$ cat src/rtl/core_id_dc_stage.sv
// core_id_dc_stage: registered RV32I decode stage between IF and EX.
// Each accepted instruction is decoded once and then queued, with its PC, in a
// DEPTH-entry queue. Both sides use a valid/ready handshake. A flush discards
// every entry in flight.
// Optional build macro: CORE_ID_DC_ILLEGAL_CHK_EN enables illegal-instruction
// detection. Without it, out_illegal is tied to 0.
module core_id_dc_stage #(
    parameter int DEPTH = 2,
    parameter int PC_W  = 32
) (
    input  logic                       clk,
    input  logic                       rst,
    input  logic                       flush,
    input  logic                       in_valid,
    output logic                       in_ready,
    input  logic [31:0]                in_istr,
    input  logic [PC_W-1:0]            in_pc,
    output logic                       out_valid,
    input  logic                       out_ready,
    output logic [PC_W-1:0]            out_pc,
    output logic [10:0]                out_cls,
    output logic [2:0]                 out_funct3,
    output logic [4:0]                 out_rd,
    output logic [4:0]                 out_rs1,
    output logic [4:0]                 out_rs2,
    output logic [31:0]                out_imm,
    output logic                       out_mret,
    output logic                       out_illegal,
    output logic [$clog2(DEPTH):0]     out_count
);

    localparam int PTR_W = $clog2(DEPTH);
    localparam int CNT_W = PTR_W + 1;

    // One-hot class bit positions
    localparam int CLS_RA    = 0;
    localparam int CLS_IA    = 1;
    localparam int CLS_LD    = 2;
    localparam int CLS_SD    = 3;
    localparam int CLS_BR    = 4;
    localparam int CLS_JR    = 5;
    localparam int CLS_J     = 6;
    localparam int CLS_LUI   = 7;
    localparam int CLS_AUIPC = 8;
    localparam int CLS_FENCE = 9;
    localparam int CLS_SYS   = 10;

    typedef struct packed {
        logic [PC_W-1:0] pc;
        logic [10:0]     cls;
        logic [2:0]      funct3;
        logic [4:0]      rd;
        logic [4:0]      rs1;
        logic [4:0]      rs2;
        logic [31:0]     imm;
        logic            mret;
        logic            illegal;
    } entry_t;

    // Map istr[6:2] to the one-hot class; unknown opcodes give all zeros
    function automatic logic [10:0] dec_cls(input logic [4:0] op);
        logic [10:0] c;
        c = '0;
        case (op)
            5'b01100: c[CLS_RA]    = 1'b1;
            5'b00100: c[CLS_IA]    = 1'b1;
            5'b00000: c[CLS_LD]    = 1'b1;
            5'b01000: c[CLS_SD]    = 1'b1;
            5'b11000: c[CLS_BR]    = 1'b1;
            5'b11001: c[CLS_JR]    = 1'b1;
            5'b11011: c[CLS_J]     = 1'b1;
            5'b01101: c[CLS_LUI]   = 1'b1;
            5'b00101: c[CLS_AUIPC] = 1'b1;
            5'b00011: c[CLS_FENCE] = 1'b1;
            5'b11100: c[CLS_SYS]   = 1'b1;
            default:  c = '0;
        endcase
        return c;
    endfunction

    // Assemble the sign-extended immediate for the instruction's format
    function automatic logic [31:0] dec_imm(input logic [31:0] istr, input logic [10:0] cls);
        logic [31:0] imm;
        imm = '0;
        if (cls[CLS_IA] || cls[CLS_LD] || cls[CLS_JR] || cls[CLS_SYS])
            imm = {{20{istr[31]}}, istr[31:20]};
        else if (cls[CLS_SD])
            imm = {{20{istr[31]}}, istr[31:25], istr[11:7]};
        else if (cls[CLS_BR])
            imm = {{19{istr[31]}}, istr[31], istr[7], istr[30:25], istr[11:8], 1'b0};
        else if (cls[CLS_LUI] || cls[CLS_AUIPC])
            imm = {istr[31:12], 12'h000};
        else if (cls[CLS_J])
            imm = {{11{istr[31]}}, istr[31], istr[19:12], istr[20], istr[30:21], 1'b0};
        return imm;
    endfunction

`ifdef CORE_ID_DC_ILLEGAL_CHK_EN
    // Flag encodings that RV32I does not define; the entry is still queued
    function automatic logic dec_illegal(input logic [31:0] istr, input logic [10:0] cls);
        logic [6:0] f7;
        logic [2:0] f3;
        logic       ill;
        f7  = istr[31:25];
        f3  = istr[14:12];
        ill = (istr[1:0] != 2'b11) || (cls == '0);
        if (cls[CLS_RA]) begin
            if (f7 != 7'b0000000 && f7 != 7'b0100000)
                ill = 1'b1;
            if (f7 == 7'b0100000 && f3 != 3'b000 && f3 != 3'b101)
                ill = 1'b1;
        end
        if (cls[CLS_IA]) begin
            if (f3 == 3'b001 && f7 != 7'b0000000)
                ill = 1'b1;
            if (f3 == 3'b101 && f7 != 7'b0000000 && f7 != 7'b0100000)
                ill = 1'b1;
        end
        if (cls[CLS_LD] && (f3 == 3'b011 || f3 == 3'b110 || f3 == 3'b111))
            ill = 1'b1;
        if (cls[CLS_SD] && f3 >= 3'b011)
            ill = 1'b1;
        if (cls[CLS_BR] && (f3 == 3'b010 || f3 == 3'b011))
            ill = 1'b1;
        if (cls[CLS_JR] && f3 != 3'b000)
            ill = 1'b1;
        if (cls[CLS_SYS] && f3 == 3'b100)
            ill = 1'b1;
        return ill;
    endfunction
`else
    // The opcode size bits only feed the illegal check
    logic unused_istr_lo;
    assign unused_istr_lo = &{1'b0, in_istr[1:0]};
`endif

    entry_t           ent_p0;
    entry_t           mem_p1 [DEPTH];
    entry_t           head_p1;
    logic [PTR_W-1:0] wr_ptr;
    logic [PTR_W-1:0] rd_ptr;
    logic [CNT_W-1:0] count;
    logic             vld_p1;
    logic             push;
    logic             pop;

    // Stage 0: combinational decode of the instruction IF presents
    always_comb begin
        ent_p0         = '0;
        ent_p0.pc      = in_pc;
        ent_p0.cls     = dec_cls(in_istr[6:2]);
        ent_p0.funct3  = in_istr[14:12];
        ent_p0.rd      = (ent_p0.cls[CLS_SD] || ent_p0.cls[CLS_BR]) ? 5'd0 : in_istr[11:7];
        ent_p0.rs1     = in_istr[19:15];
        ent_p0.rs2     = in_istr[24:20];
        ent_p0.imm     = dec_imm(in_istr, ent_p0.cls);
        ent_p0.mret    = (in_istr == 32'h3020_0073);
`ifdef CORE_ID_DC_ILLEGAL_CHK_EN
        ent_p0.illegal = dec_illegal(in_istr, ent_p0.cls);
`else
        ent_p0.illegal = 1'b0;
`endif
    end

    assign in_ready = (count != CNT_W'(DEPTH));
    assign vld_p1   = (count != '0);
    assign push     = in_valid && in_ready && !flush;
    assign pop      = vld_p1 && out_ready && !flush;

    // Stage 1: write the decoded entry into the queue slot at wr_ptr
    always_ff @(posedge clk) begin
        if (push)
            mem_p1[wr_ptr] <= ent_p0;
    end

    // Queue control: pointers and occupancy, with flush below reset only
    always_ff @(posedge clk) begin
        if (rst) begin
            wr_ptr <= '0;
            rd_ptr <= '0;
            count  <= '0;
        end else if (flush) begin
            wr_ptr <= '0;
            rd_ptr <= '0;
            count  <= '0;
        end else begin
            if (push)
                wr_ptr <= wr_ptr + PTR_W'(1);
            if (pop)
                rd_ptr <= rd_ptr + PTR_W'(1);
            if (push && !pop)
                count <= count + CNT_W'(1);
            else if (pop && !push)
                count <= count - CNT_W'(1);
        end
    end

    // Head of queue, masked to zero while nothing is valid
    always_comb begin
        head_p1 = '0;
        if (vld_p1)
            head_p1 = mem_p1[rd_ptr];
    end

    assign out_valid   = vld_p1;
    assign out_count   = count;
    assign out_pc      = head_p1.pc;
    assign out_cls     = head_p1.cls;
    assign out_funct3  = head_p1.funct3;
    assign out_rd      = head_p1.rd;
    assign out_rs1     = head_p1.rs1;
    assign out_rs2     = head_p1.rs2;
    assign out_imm     = head_p1.imm;
    assign out_mret    = head_p1.mret;
    assign out_illegal = head_p1.illegal;

endmodule

$ cat config.mk
export PLATFORM = sky130hd
export DESIGN_NAME = core_id_dc_stage
export DESIGN_NICKNAME = d
export VERILOG_FILES = /design/src/rtl/core_id_dc_stage.sv
export SDC_FILE = /design/constraint.sdc
export NUM_CORES = 1
export LEC_CHECK = 0
export CAP_MARGIN = 15
export CORE_ASPECT_RATIO = 0.6
export CORE_MARGIN = 2
export CORE_UTILIZATION = 35
export DETAILED_ROUTE_END_ITERATION = 16
export PLACE_DENSITY = 0.65
export SYNTH_ARGS = -nofsm -noshare
export SYNTH_HDL_FRONTEND = slang
export SYNTH_SLANG_ARGS = --single-unit
$ cat constraint.sdc
create_clock -name clk -period 6.1 [get_ports clk]
set_clock_uncertainty 0.15 [all_clocks]
set_input_delay 1.22 -clock clk [delete_from_list [all_inputs] [get_ports clk]]
set_output_delay 1.22 -clock clk [all_outputs]
set_load 0.02 [all_outputs]
==> metrics.txt, run 1 <==
crit path max fanout=64; Max Root-Sink Buffers=2; number of I/O pins=168; Vias=4,904; dominant synthesized flop cell=edfxtp_1; sequential share of the synthesized area=71.87%; final setup fails=0; outcome=finished, final reports clean; final slew viol count=0; Initial Util=35.96%; min-delay src=rd_ptr; die width=199.1 um; Inserted Diodes=0; Hold Crit Depth=2; Net Switching=0.6384 mW; DR WL/cell=18.30 um; reg2reg start=out_count[0]; Initial DRC Count=451; WP depth=4; H-tree levels=4; P_int=2.142 mW; router iterations before antenna repair=5; most frequent cells after synthesis=edfxtp_1 (188), nor2_1 (103), mux2i_1 (95); DR vias/cell=4.789; cell depth of the worst flop-to-flop path=10; WP buf/inv=2; PortBufs=166; Tmin final=4.360 ns; Crit. End Element=output port; most numerous cell in the Yosys netlist=edfxtp_1; Final Hold Fails=0; Max IR drop VDD=0.1865 mV; Global Route met2 Usage=23.82%; crit-path leading delay family=buffers and inverters; WP data required=4.73 ns; Clock Latency Late Sink=0.41 ns; Post-Route Setup TNS=0 ns; CTS Hold Bufs=0; CTS tree=done; Pwr per Cell Area=266.1 nW/um2; final net count=775; cells resized by post-CTS repair=0; root buf cell=clkbuf_16; CTS sink cnt=193; vias in the first global route=5,016; Synth top area share=70.62%; met1 Use GR=22.89%; Post-Route WL=18,740 um; antenna violations before repair=0; Die Area=24,100 um2; Tcrit/Tclk final=71.48%; postcts setup bufs=0; Die Y-Extent=121.1 um; Leak Pwr=3.334 nW; most used routing layer=met2; area grow syn2layout=30.72%; Fmax=229.4 MHz; core box area=22,230 um2; FF-to-FF End=out_count[1]; first-pass GRT wire length=28,340 um; Max transition margin=30.41%; measured slew at the worst slew-check pin=1.042 ns; RSZ-0062 raised after global routing=no; Worst path slowest cell=buf_4; crit path cell chain=nor2_4, buf_4, nor2_1, clkdlybuf4s50_1; final worst-path setup slack=1.740 ns; fillers=1,885; Post-route DRC=0; total power=2.780 mW; FP Rows=42; Comb power frac=10.9%; top cells by area, synth=edfxtp_1 (71%), mux2i_1 (12%), nor2_1 (4.8%); Seq pwr share=54.3%; synthesized cell area=7994 um2; r2r setup slk=3.09 ns; ys async rst share=0%; Syn. warnings=0; Hold EP=rd_ptr; synthesized net count=615; crit path kind=reg2out; remaining antenna violation count after routing=0; peak per-stage delay on the critical path=0.69 ns; Yosys cell types=43; largest net degree at the start of global routing=71; hold_ws=0.4483 ns; Syn Inst Count=545; HPWL after DPL=12,640 um; Crit path arrival time=2.99 ns; layout cells sized above 1=5.587%; Seq cells post-synth=193; pre-CTS setup slack=2.086 ns; syn avg cell area=14.67 um2; worst min path class=reg2reg; Critical Path Source Type=flip-flop; GRT Overall Usage=15.79%; met3 usage=4.086%; routability cong.=0.7701; Max Cap Violations=0; Clk network pwr share=34.8%; Congestion Overflow GR=0; EDFF count, synth=188; CTS Buf Count=17; Clk pin slew, worst setup/hold paths=0.07 ns; cell taking the most area after synthesis=edfxtp_1; Net Sw Frac=22.96%
[how the worst max path moves through the flow]
stage	from	endpoint	slack [ns]
2_1_floorplan	flush	mem_p1[0][0]	1.54
4_1_cts	out_count[0]	out_imm[3]	1.70
6_report	out_count[0]	out_imm[24]	1.74
5_1_grt	out_count[0]	out_imm[24]	1.55
3_5_place_dp	flush	mem_p1[1][45]	2.09
3_3_place_gp	flush	mem_p1[1][43]	2.19
[cell usage in the layout (no fill, tap or decap), types with 2 or more instances in the layout]
master	Yosys	layout
mux2i_1	95	95
and2b_1	2	2
buf_12	0	2
nand3b_1	2	2
o22ai_1	2	2
nor3_1	10	10
inv_1	4	4
nor4_1	5	5
and3_1	2	2
and2_1	4	3
buf_4	8	3
clkinv_1	0	3
nor2_1	103	102
clkdlybuf4s50_1	0	166
xor2_1	3	3
clkinvlp_4	0	4
xnor2_1	3	3
clkinv_2	0	2
dfxtp_1	5	4
a21oi_1	2	2
clkbuf_1	5	2
a31oi_1	2	2
nand2b_1	2	2
a22o_1	4	4
o21ai_0	3	3
nor2b_1	11	10
edfxtp_1	188	188
clkbuf_16	0	17
nand2_1	43	43
nor4b_1	3	3
[cell type report]
type | count | area [um2] | area share (%)
Clock buffer | 19 | 432.9 | 4.143
Clock inverter | 11 | 68.82 | 0.6585
Inverter | 4 | 15.01 | 0.1437
Multi-Input combinational cell | 318 | 2074 | 19.85
Sequential cell | 193 | 5749 | 55.02
Tap cell | 308 | 385.4 | 3.688
Timing Repair Buffer | 171 | 1724 | 16.50
[state kept, by name, indices dropped and copies added (netlist names), named ones only]
name and flops:
mem_p1 188, wr_ptr 1, out_count 2, rd_ptr 1
[stage by stage]
| step | utilization (%) | std cells | instance area (um2) |
|---|---|---|---|
| 2_1_floorplan | - | 545 | 7996 |
| 4_1_cts | 47.01 | 1024 | 10450 |
| 3_5_place_dp | 44.75 | 994 | 9948 |
| 6_report | 47.01 | 1024 | 10450 |
| 3_3_place_gp | 44.75 | 994 | 9948 |
| 5_1_grt | 47.01 | 1024 | 10450 |
[logic make-up after synthesis]
kind of cell               share of synthesized area, %
muxes                                             11.90
and+or+nand+nor                                   11.29
adders and majority gates                        0.1565
xor gates and xnor gates                         0.6575
AOI/OAI and AO/OA                                 1.690
DFF                                               71.87
buffers and inverters                             2.395
other                                           0.04691
[worst reg2reg max path, delay by kind of cell, from the launching register on]
family | cells | cell delay, ns
flops | 1 | 0.39
fa+ha+maj | 1 | 0.15
buf+inv | 2 | 0.89
xor+xnor | 2 | 0.28
simple gates | 5 | 1.09
[power by group through the flow]
| stage | Clock, mW | Sequential (mW) | Combinational (mW) |
|---|---|---|---|
| finish | 0.969 | 1.51 | 0.302 |
| CTS | 0.993 | 1.51 | 0.305 |
| global route | 1.04 | 1.51 | 0.324 |
| detailed placement | 0 | 1.54 | 0.303 |
| floorplan | 0 | 1.54 | 0.150 |
| global placement | 0 | 1.54 | 0.296 |
[per-layer routing]
layer / vias up / wire (um)
met5: - / 0
met4: 0 / 161
li1: 2303 / -
met3: 17 / 1251
met1: 2387 / 9008
met2: 197 / 8318
Power figures use the tool's default switching activity.
==> inputs of run 2 (changes only) <==
--- a/config.mk
+++ b/config.mk
@@ -10,7 +10,7 @@
 export CORE_MARGIN = 2
 export CORE_UTILIZATION = 35
 export DETAILED_ROUTE_END_ITERATION = 16
-export PLACE_DENSITY = 0.65
+export PLACE_DENSITY = 0.62
 export SYNTH_ARGS = -nofsm -noshare
 export SYNTH_HDL_FRONTEND = slang
 export SYNTH_SLANG_ARGS = --single-unit
==> constraint.sdc (replaced) <==
create_clock -name clk -period 4.2 [get_ports clk]
set_clock_uncertainty 0.15 [all_clocks]
set_input_delay 0.84 -clock clk [delete_from_list [all_inputs] [get_ports clk]]
set_output_delay 0.84 -clock clk [all_outputs]
set_load 0.02 [all_outputs]
==> run 2 against run 1 <==
Hold slack better by 0.0077 ns. Clock power is 67% higher. Register-to-register slack worse by 1.2 ns. Via count is 0.88% lower. Core utilization is 0.53 points higher. Final area is 1.1% higher. Power is 53% higher. Routed wire length is 2.0% lower. Critical path depth stayed put. Critical endpoint is now out_imm[16]. Largest power group unchanged.
==> metrics.txt, run 2 (synthesis results as in run 1) <==
Pwr per Cell Area=401.6 nW/um2; CTS Buf Count=17; Vias=4,861; Layout Cells excl Fill=1,028; RSZ-0062 raised after global routing=no; Crit. End Element=output port; max reg flops=188; CTS sink cnt=193; Inserted Diodes=0; Max IR drop VDD=0.2921 mV; Initial Util=35.96%; most used routing layer=met2; Die Y-Extent=121.1 um; CTS Hold Bufs=0; r2r setup slk=1.88 ns; router iterations before antenna repair=5; first-pass GRT wire length=27,820 um; Post-Route WL=18,370 um; Hold EP=wr_ptr; measured slew at the worst slew-check pin=0.5800 ns; Crit path arrival time=2.59 ns; most common cell after layout, fill and taps aside=edfxtp_1; Global Route met2 Usage=22.93%; Max transition margin=61.21%; layout cells sized above 1=6.250%; HPWL after DPL=12,440 um; H-tree levels=4; Clock Latency Late Sink=0.42 ns; worst min path class=reg2reg; crit path max fanout=29; final net count=777; Critical Path Source Type=flip-flop; crit path cell chain=buf_4, mux2i_1, nor2_1, clkdlybuf4s50_1; Leak Pwr=3.400 nW; GRT Overall Usage=15.52%; min-delay src=wr_ptr; die width=199.1 um; peak per-stage delay on the critical path=0.67 ns; Tmin final=3.578 ns; Max Cap Violations=0; Tcrit/Tclk final=85.18%; Post-Route Setup TNS=0 ns; Max Root-Sink Buffers=2; cell count after placement=996; CTS tree=done; Die Area=24,100 um2; DR WL/cell=17.87 um; Final Hold Fails=0; Initial DRC Count=299; largest net degree at the start of global routing=95; area grow syn2layout=32.20%; fillers=1,974; Reg with most FFs=mem_p1; met1 Use GR=22.75%; postcts setup bufs=0; core box area=22,230 um2; most frequent cells in the layout=edfxtp_1 (188), clkdlybuf4s50_1 (166), nor2_1 (102); root buf cell=clkbuf_16; cell depth of the worst flop-to-flop path=4; Post-route DRC=0; Congestion Overflow GR=0; cells resized by post-CTS repair=0; number of I/O pins=168; remaining antenna violation count after routing=0; FF-to-FF End=mem_p1[1][49]; reg2reg start=out_count[0]; FP Rows=42; antenna violations before repair=0; PortBufs=166; Fmax=279.5 MHz; WP data required=3.21 ns; final slew viol count=0; outcome=finished, final reports clean; vias in the first global route=5,073; routability cong.=0.8086; Clk pin slew, worst setup/hold paths=0.06 ns; crit path kind=reg2out; Worst path slowest cell=dfxtp_4; Hold Crit Depth=2; final setup fails=0; hold_ws=0.4560 ns; DR vias/cell=4.729; met3 usage=4.113%
## run 2: where the power goes
part           internal (mW)  switching, mW
Sequential              2.17         0.0168
Clock                  0.935          0.680
Combinational          0.193          0.245
## run 2: per-layer routing
metal / vias to the layer above / part of all wire (%)
met2: 152 / 45
met1: 2389 / 48
met5: - / 0
met4: 0 / 0.71
li1: 2311 / -
met3: 9 / 6.8
## run 2: layout make-up
type	count	area, um2	area share [%]
sequential	193	5749	54.40
timing repair buffer	173	1752	16.58
tap	308	385.4	3.647
clock inverter	14	162.7	1.539
multi-input combinational	318	2074	19.63
clock buffer	18	429.2	4.061
inverter	4	15.01	0.1421
## run 2: worst max path at each step
stage | to | start | cells past startpoint
finish | out_imm[16] | flip-flop | 4
floorplan | mem_p1[0][0] | flush | 2
detailed placement | out_imm[16] | flip-flop | 4
global route | out_imm[16] | flip-flop | 4
global placement | mem_p1[0][30] | in_istr[2] | 5
CTS | out_imm[16] | flip-flop | 4
## run 2: through the flow
| stage | cell area [um2] | total power [mW] | util (%) | setup slack (ns) |
|---|---|---|---|---|
| final | 10570 | 4.244 | 47.54 | 0.6222 |
| after global routing | 10570 | 4.409 | 47.54 | 0.4951 |
| after CTS | 10570 | 4.295 | 47.54 | 0.5923 |
| after detailed placement | 9976 | 2.676 | 44.88 | 1.063 |
| after global placement | 9976 | 2.664 | 44.88 | 1.084 |
| after floorplan | 7996 | 2.450 | - | 0.02129 |
## run 2: critical path, delay by kind of cell (launching register included)
| family | cells | cell delay, ns |
|---|---|---|
| DFF | 1 | 0.67 |
| and+or+nand+nor | 1 | 0.17 |
| buffers and inverters | 2 | 1.15 |
| muxes | 1 | 0.14 |
==> inputs of run 3 (changes only) <==
--- a/config.mk
+++ b/config.mk
@@ -10,7 +10,7 @@
 export CORE_MARGIN = 2
 export CORE_UTILIZATION = 35
 export DETAILED_ROUTE_END_ITERATION = 16
-export PLACE_DENSITY = 0.62
+export PLACE_DENSITY_LB_ADDON = 0.3
 export SYNTH_ARGS = -nofsm -noshare
 export SYNTH_HDL_FRONTEND = slang
 export SYNTH_SLANG_ARGS = --single-unit
==> run 3 against run 2 <==
Fmax grew 4.2%. Setup slack better by 0.14 ns. Power is 1.4% higher. Critical path depth did not move. Largest cell class unchanged.
==> metrics.txt, run 3 (synthesis results as in run 1) <==
Crit. End Element=output port; router iterations before antenna repair=5; Initial DRC Count=342; most frequent cells in the layout=edfxtp_1 (188), clkdlybuf4s50_1 (166), nor2_1 (102); area grow syn2layout=32.74%; Hold Crit Depth=2; Max Root-Sink Buffers=2; Initial Util=35.96%; FF-to-FF End=mem_p1[1][84]; Final Hold Fails=0; remaining antenna violation count after routing=0; crit path kind=reg2out; final setup fails=0; r2r setup slk=1.81 ns; Vias=4,977; Max transition margin=56.74%; pre-CTS setup slack=0.9689 ns; die width=199.1 um; RSZ-0062 raised after global routing=no; Tcrit/Tclk final=81.77%; Post-Route Setup TNS=0 ns; postcts setup bufs=0; final slew viol count=0; Post-route DRC=0; antenna violations before repair=0; DR vias/cell=4.832; outcome=finished, final reports clean; reg2reg start=out_count[0]; Clk pin slew, worst setup/hold paths=0.07 ns; measured slew at the worst slew-check pin=0.6489 ns; DR WL/cell=18.15 um; layout cells sized above 1=6.648%; HPWL after DPL=12,890 um; CTS sink cnt=193; cell depth of the worst flop-to-flop path=4; routability cong.=0.7790; area of the multi-input gates=2074 um2; H-tree levels=4; final net count=779; Pwr per Cell Area=405.7 nW/um2; most common cell after layout, fill and taps aside=edfxtp_1; Post-Route WL=18,700 um; Crit path arrival time=2.44 ns; Inserted Diodes=0; CTS Hold Bufs=0; Max Cap Violations=0; Fmax=291.2 MHz; Register Area=5749 um2; Reg with most FFs=mem_p1; CTS tree=done; Die Area=24,100 um2; cell count after placement=998; first-pass GRT wire length=28,300 um; Tmin final=3.434 ns; vias in the first global route=4,997; Hold EP=rd_ptr; Layout Cells excl Fill=1,030; max reg flops=188; number of I/O pins=168; Die Y-Extent=121.1 um; Critical Path Source Type=flip-flop; GRT Overall Usage=15.89%; root buf cell=clkbuf_16; Congestion Overflow GR=0; worst min path class=reg2reg; cells resized by post-CTS repair=0; Final Util=47.74%; CTS Buf Count=17; min-delay src=rd_ptr; largest net degree at the start of global routing=69; WP data required=3.21 ns; Leak Pwr=3.427 nW; fillers=1,913; Max IR drop VDD=0.2840 mV; Clock Latency Late Sink=0.42 ns; crit path max fanout=26; PortBufs=166; FP Rows=42; core box area=22,230 um2; final worst-path setup slack=0.7658 ns
-- run 3: final cells by class --
cell class / instances / area share, %
repair buffers: 175 / 16.77
clock buffers: 23 / 4.504
flip-flops and latches: 193 / 54.18
multi-input cells: 318 / 19.55
inverters: 4 / 0.1415
well taps: 308 / 3.632
clock inverters: 9 / 1.226
-- run 3: worst max-delay path, stage by stage (launching register included) --
cell and delay [ns]:
dfxtp_4 0.59, buf_4 0.47, mux2i_1 0.17, nor2_1 0.12
clkdlybuf4s50_1 0.62
-- run 3: metrics by stage --
step                      cell area [um2]  hold slack [ns]  power (mW)
after floorplan                      7996           0.3700       2.450
after global placement              10000           0.4020       2.667
after detailed placement            10000           0.4228       2.678
after CTS                           10610           0.4420       4.345
after global routing                10610           0.4917       4.456
final                               10610           0.4402       4.305
-- run 3: worst max path at each step --
| stage | cells after the start | from | slack [ns] | to |
|---|---|---|---|---|
| 2_1_floorplan | 2 | flush | 0.02 | mem_p1[0][0] |
| 3_3_place_gp | 4 | flush | 1.06 | mem_p1[1][92] |
| 3_5_place_dp | 4 | flush | 0.97 | mem_p1[1][92] |
| 4_1_cts | 4 | flip-flop | 0.71 | out_pc[25] |
| 5_1_grt | 4 | flip-flop | 0.60 | out_pc[10] |
| 6_report | 4 | flip-flop | 0.77 | out_pc[25] |
-- run 3: metal layers --
metal / global-route usage (%) / up-vias / share of wire (%)
li1: - / 2319 / -
met5: 0 / - / 0
met1: 23.13 / 2445 / 48
met4: 3.918 / 0 / 0.71
met2: 23.61 / 198 / 44
met3: 4.197 / 15 / 7.6
-- run 3: where the power goes --
group / switching (mW) / leakage [nW] / internal (mW)
combinational: 0.247 / 1.37 / 0.196
clock: 0.684 / 0.298 / 0.987
sequential: 0.0164 / 1.76 / 2.17
